**src/rtl/serial_sub.sv**
```systemverilog
// rtl/serial_sub.sv - bit-serial subtractor, one full-subtractor slice per clock, LSB first
module serial_sub #(
    parameter int WIDTH = 8
) (
    input  logic             clk,
    input  logic             rst_n,
    input  logic             start,
    input  logic [WIDTH-1:0] a,
    input  logic [WIDTH-1:0] b,
    input  logic             bin,
    output logic             busy,
    output logic             done,
    output logic [WIDTH-1:0] diff,
    output logic             borrow
);

    localparam int CW = (WIDTH > 2) ? $clog2(WIDTH) : 1;

    typedef enum logic [1:0] {
        S_IDLE  = 2'd0,
        S_SHIFT = 2'd1,
        S_DONE  = 2'd2
    } state_t;

    state_t           state;
    state_t           state_next;
    logic [WIDTH-1:0] a_sr;
    logic [WIDTH-1:0] b_sr;
    logic [WIDTH-2:0] res_sr;
    logic [CW-1:0]    cnt;
    logic             br;

    logic             ai;
    logic             bi;
    logic             d;
    logic             br_next;
    logic [WIDTH-1:0] res_next;
    logic             load;
    logic             last;

    // Full-subtractor slice fed from the operand LSBs and the borrow flop.
    always_comb begin
        ai       = a_sr[0];
        bi       = b_sr[0];
        d        = ai ^ bi ^ br;
        br_next  = (~ai & bi) | (~(ai ^ bi) & br);
        res_next = {d, res_sr};
        load     = start && (state != S_SHIFT);
        last     = (state == S_SHIFT) && (cnt == CW'(WIDTH - 1));
    end

    always_ff @(posedge clk) begin
        if (!rst_n) begin
            state <= S_IDLE;
        end else begin
            state <= state_next;
        end
    end

    always_comb begin
        state_next = state;
        case (state)
            S_IDLE:  if (start) state_next = S_SHIFT;
            S_SHIFT: if (last) state_next = S_DONE;
            S_DONE:  state_next = start ? S_SHIFT : S_IDLE;
            default: state_next = S_IDLE;
        endcase
    end

    always_comb begin
        busy = (state == S_SHIFT);
        done = (state == S_DONE);
    end

    // diff/borrow are only written on the final slice, so they hold across the next operation.
    always_ff @(posedge clk) begin
        if (!rst_n) begin
            a_sr   <= '0;
            b_sr   <= '0;
            res_sr <= '0;
            cnt    <= '0;
            br     <= 1'b0;
            diff   <= '0;
            borrow <= 1'b0;
        end else if (load) begin
            a_sr   <= a;
            b_sr   <= b;
            res_sr <= '0;
            cnt    <= '0;
            br     <= bin;
        end else if (state == S_SHIFT) begin
            a_sr   <= a_sr >> 1;
            b_sr   <= b_sr >> 1;
            res_sr <= res_next[WIDTH-1:1];
            cnt    <= cnt + CW'(1);
            br     <= br_next;
            if (last) begin
                diff   <= res_next;
                borrow <= br_next;
            end
        end
    end

endmodule
```
**config.mk**
```make
export PLATFORM = sky130hd
export DESIGN_NAME = serial_sub
export DESIGN_NICKNAME = d
export VERILOG_FILES = /design/src/rtl/serial_sub.sv
export SDC_FILE = /design/constraint.sdc
export NUM_CORES = 1
export LEC_CHECK = 0
export ABC_CLOCK_PERIOD_IN_PS = 2400
export BUFFER_PORTS_ARGS = -buffer_cell sky130_fd_sc_hd__buf_2
export CORE_ASPECT_RATIO = 2
export CORE_MARGIN = 2
export CORE_UTILIZATION = 40
export CTS_CLUSTER_SIZE = 24
export DETAILED_ROUTE_END_ITERATION = 6
export PLACE_DENSITY = 0.63
export SYNTH_ARGS = -nofsm -noshare
export SYNTH_HDL_FRONTEND = slang
export SYNTH_SLANG_ARGS = --single-unit
```
**constraint.sdc**
```tcl
create_clock -name clk -period 2.4 [get_ports clk]
set_input_delay 0.12 -clock clk [delete_from_list [all_inputs] [get_ports clk]]
set_output_delay 0.12 -clock clk [all_outputs]
set_load 0.1 [all_outputs]
```
==> impl.org <==
** Run status
- The run finished with clean final reports.

** Clocking
- Clock-pin slew was measured on the worst setup and hold paths at 0.07 ns.
- Clock tree from TritonCTS :: built
- Hold repair after CTS inserted 0 buffers.
- Buffers inserted during clock tree synthesis total 5.
- Clock tree synthesis selected as its root buffer the cell sky130_fd_sc_hd__clkbuf_8.
- CTS built an H-tree with a depth of 2.
- CTS saw 38 sinks.
- Post-CTS repair timing setup buffer count :: 0
- Clock latency on the worst-skew pair, taken at its later pin, is 0.28 ns.
- The number of gates resized after CTS was 0.
- No sink is reached through more buffers than the 2 on the longest clock path.

** Power and ir drop
- Net load switching power :: 305 µW
- Static Leakage :: 0.731 nW
- Fraction of power spent switching nets :: 24.6%
- IR Drop Worst-Case VDD :: 0.556 mV
- Sequential share of power :: 54.6%
- Combinational logic is responsible for 11.4% of the overall power.
- Clk pwr share :: 34.0%
- Areal power density over the cells :: 703 mW/mm²
- The internal power of the cells totals 932 µW.

** Worst setup path
- Nature of the critical path endpoint :: output port
- The worst setup path is of the flop to output port kind.
- In this run the critical register-to-register path is launched from cnt[0].
- Of all nets on the critical path, the largest fanout is 28.
- Length in cells of the worst reg-to-reg path :: 5
- Required time of the critical path :: 2.28 ns
- The worst register-to-register path has a setup slack of 1.01 ns.
- The worst register-to-register path ends at borrow.
- STA puts the critical path data arrival time at 1.50 ns.
- The worst setup path is launched from a flop.

** Cells and area
- Antenna fix cells :: 0
- In the final design database the tool counted 235 nets.
- Summing all flip-flop and latch instances after layout gives 761 µm².
- Cells fill 48.3% of the core in the end.
- After filler insertion, the fill cell instance count of the layout stands at 403.
- The area growth from synthesis to layout is 15.2%.
- Summing all multi-input logic gate instances after layout gives 664 µm².
- Ratio of cells with drive above 1 in the final layout :: 19.9%

** Logic synthesis
- Syn_nets :: 207
- Sequential cells were found to cover 49.8% of the synthesized design area.
- Yosys warning total :: 0
- Number of storage elements in the synthesis netlist :: 38
- Of all flip-flops after synthesis, the portion carrying an async set or reset was 0%.
- Number of distinct library cells after synthesis :: 26
- Cell type with the largest total area after synthesis :: sky130_fd_sc_hd__dfxtp_1
- Synth Cell Area :: 0.00153 mm²
- Cell types occupying the most area after synthesis :: sky130_fd_sc_hd__dfxtp_1 (50%), sky130_fd_sc_hd__a21oi_1 (14%), sky130_fd_sc_hd__nand2_1 (12%)
- The commonest cells after synthesis are sky130_fd_sc_hd__nand2_1 (47), sky130_fd_sc_hd__a21oi_1 (43), sky130_fd_sc_hd__dfxtp_1 (38), sky130_fd_sc_hd__o21ai_0 (14), sky130_fd_sc_hd__nand3_1 (6).
- Synthesis handed over a netlist of 184 instances.
- Post-Syn Area per Cell :: 8.30 µm²
- The most common cell in the synthesized netlist is sky130_fd_sc_hd__nand2_1.
- In the synthesized netlist the dominant register cell turns out to be sky130_fd_sc_hd__dfxtp_1.
- Share of the synthesized area in the top cell type :: 49.8%
- The synthesized design contains 0 enable-type register cells.

** Detailed routing
- Count of nets left with antenna violations after detail routing :: 0
- For this block, the routed nets add up to 2.99 mm of wire.
- Across all layers, the routed design uses 1297 vias.
- Dividing the detail-routed wire length by the instance count gives 11.5 µm.
- The pre-antenna-repair detailed-routing pass consisted of 4 iterations.
- Using the TritonRoute via totals, the vias-per-cell ratio works out to 4.99.
- Post-detailed-route DRC marker count :: 0
- The detailed router finished its first iteration with 23 violations.

** STA
- Between clock sinks in the finished design, the worst skew comes to 0.00242 ns.
- Worst-case headroom to the max-slew limit :: 67.7%
- Setup violations remaining at the end of the flow were counted as 0.
- Count of pins over their slew limit :: 0
- Maximum frequency from static timing analysis :: 618 MHz
- Fin crit share :: 67.4%
- At the pin with the least slew margin, the transition time is 0.488 ns.
- Setup repair after global routing left no endpoint under its margin.
- Endpoints failing hold :: 0
- After layout, the minimum clock period comes to 1.62 ns.
- Fin Hold WS :: 0.0717 ns
- Setup total negative slack on the finished layout was measured at 0 ns.

** GRT
- Wire length of the first global-routing pass :: 5.24 mm
- Antenna violations before repair :: 0
- Maximum number of pins on one net before global-route repair :: 29
- Number of global-route vias before repair :: 1283
- GR Util All Layers :: 16.4%
- Overflow after GRT :: 0

** Min path
- The worst hold path begins at a[6].
- Hold Path Sink :: a_sr[6]
- Hold path cells :: 3
- Type of the tightest min-delay check :: primary input to flop

** Placed design
- PortBufs :: 30
- Final weighted congestion in routability-driven placement :: 0.792
- Total half-perimeter wirelength after legalization and detailed placement :: 2.09 mm

** Floorplan
- Floorplan core area :: 0.00365 mm²
- 31 I/O pins were placed.
- Initial cell density of the core :: 41.9%
- Die Outline Area :: 0.00436 mm²
- Y dimension of the die :: 91.4 µm
- Placement Rows :: 31
- The floorplan step set the die width to 47.7 µm.

** Job
- Max-cap violations in this run came to 0.
[logic make-up (layout without fill, tap and decap cells)]
family / Yosys count / after routing / synth area share [%]
buffers and inverters: 16 / 43 / 6.72
adder cells (fa/ha/maj): 3 / 3 / 2.95
XOR/XNOR: 1 / 1 / 0.573
multiplexers: 2 / 2 / 1.31
AO/OA/AOI/OAI: 61 / 61 / 21.6
flip-flops: 38 / 38 / 49.8
AND/OR/NAND/NOR: 63 / 63 / 17.0
[critical path, cell delays in order (launching register included)]
cell and delay (ns):
sky130_fd_sc_hd__dfxtp_1 0.38, sky130_fd_sc_hd__nand2b_1 0.17, sky130_fd_sc_hd__inv_8 0.20, sky130_fd_sc_hd__buf_2 0.46
[stage by stage]
step / total power [mW] / area [µm²] / instances / worst slack, ns
floorplan: 0.799 / 1530 / 184 / 0.603
global placement: 0.831 / 1680 / 254 / 1.04
detailed placement: 0.833 / 1680 / 254 / 0.997
CTS: 1.26 / 1760 / 260 / 0.753
global route: 1.30 / 1760 / 260 / 0.687
finish: 1.24 / 1760 / 260 / 0.782
[how the worst max path moves through the flow]
stage	cells after the start	start	endpoint	slack, ns
floorplan	1	state[1]	done	0.60
global placement	5	cnt[0]	borrow	1.04
detailed placement	5	cnt[0]	borrow	1.0
CTS	3	state[0]	busy	0.75
global route	3	state[0]	busy	0.69
finish	3	state[0]	busy	0.78
[layout make-up]
type                       instances  area share (%)
sequential                        38            43.2
tap                               49            3.48
multi-input combinational        130            37.7
clock buffer                       6            4.69
timing repair buffer              32            9.38
inverter                           5            1.49
[layer usage]
layer / part of all wire [%] / GRT usage (%) / vias up
met5: 0 / 0 / -
met4: 2.8 / 8.11 / 0
met3: 4.5 / 5.37 / 6
met2: 52 / 28.0 / 29
met1: 41 / 16.3 / 590
li1: - / - / 672
[registers in the layout, indices dropped and copies added (netlist names)]
| name | cells |
|---|---|
| a_sr | 8 |
| b_sr | 8 |
| diff | 8 |
| res_sr | 7 |
| cnt | 3 |
| state | 2 |
| borrow | 1 |
| br | 1 |
[power groups by stage]
stage	clock network, mW	logic [mW]	registers (mW)
after floorplan	0	0.114	0.686
after global placement	0	0.142	0.689
after detailed placement	0	0.143	0.690
after CTS	0.439	0.143	0.675
after global routing	0.462	0.161	0.678
final	0.421	0.141	0.675
[cell usage in the layout, fill, tap and decap left out, types with 2 or more instances in the layout]
cell and n:
sky130_fd_sc_hd__buf_2 30, sky130_fd_sc_hd__ha_1 2, sky130_fd_sc_hd__dfxtp_1 38, sky130_fd_sc_hd__nand2_1 47, sky130_fd_sc_hd__nor2_1 5, sky130_fd_sc_hd__a21oi_1 43
sky130_fd_sc_hd__buf_4 2, sky130_fd_sc_hd__mux2i_1 2, sky130_fd_sc_hd__inv_1 3, sky130_fd_sc_hd__nand3_1 6, sky130_fd_sc_hd__clkbuf_8 6, sky130_fd_sc_hd__o21ai_0 14
No activity file was read; power rests on OpenSTA's default activity.
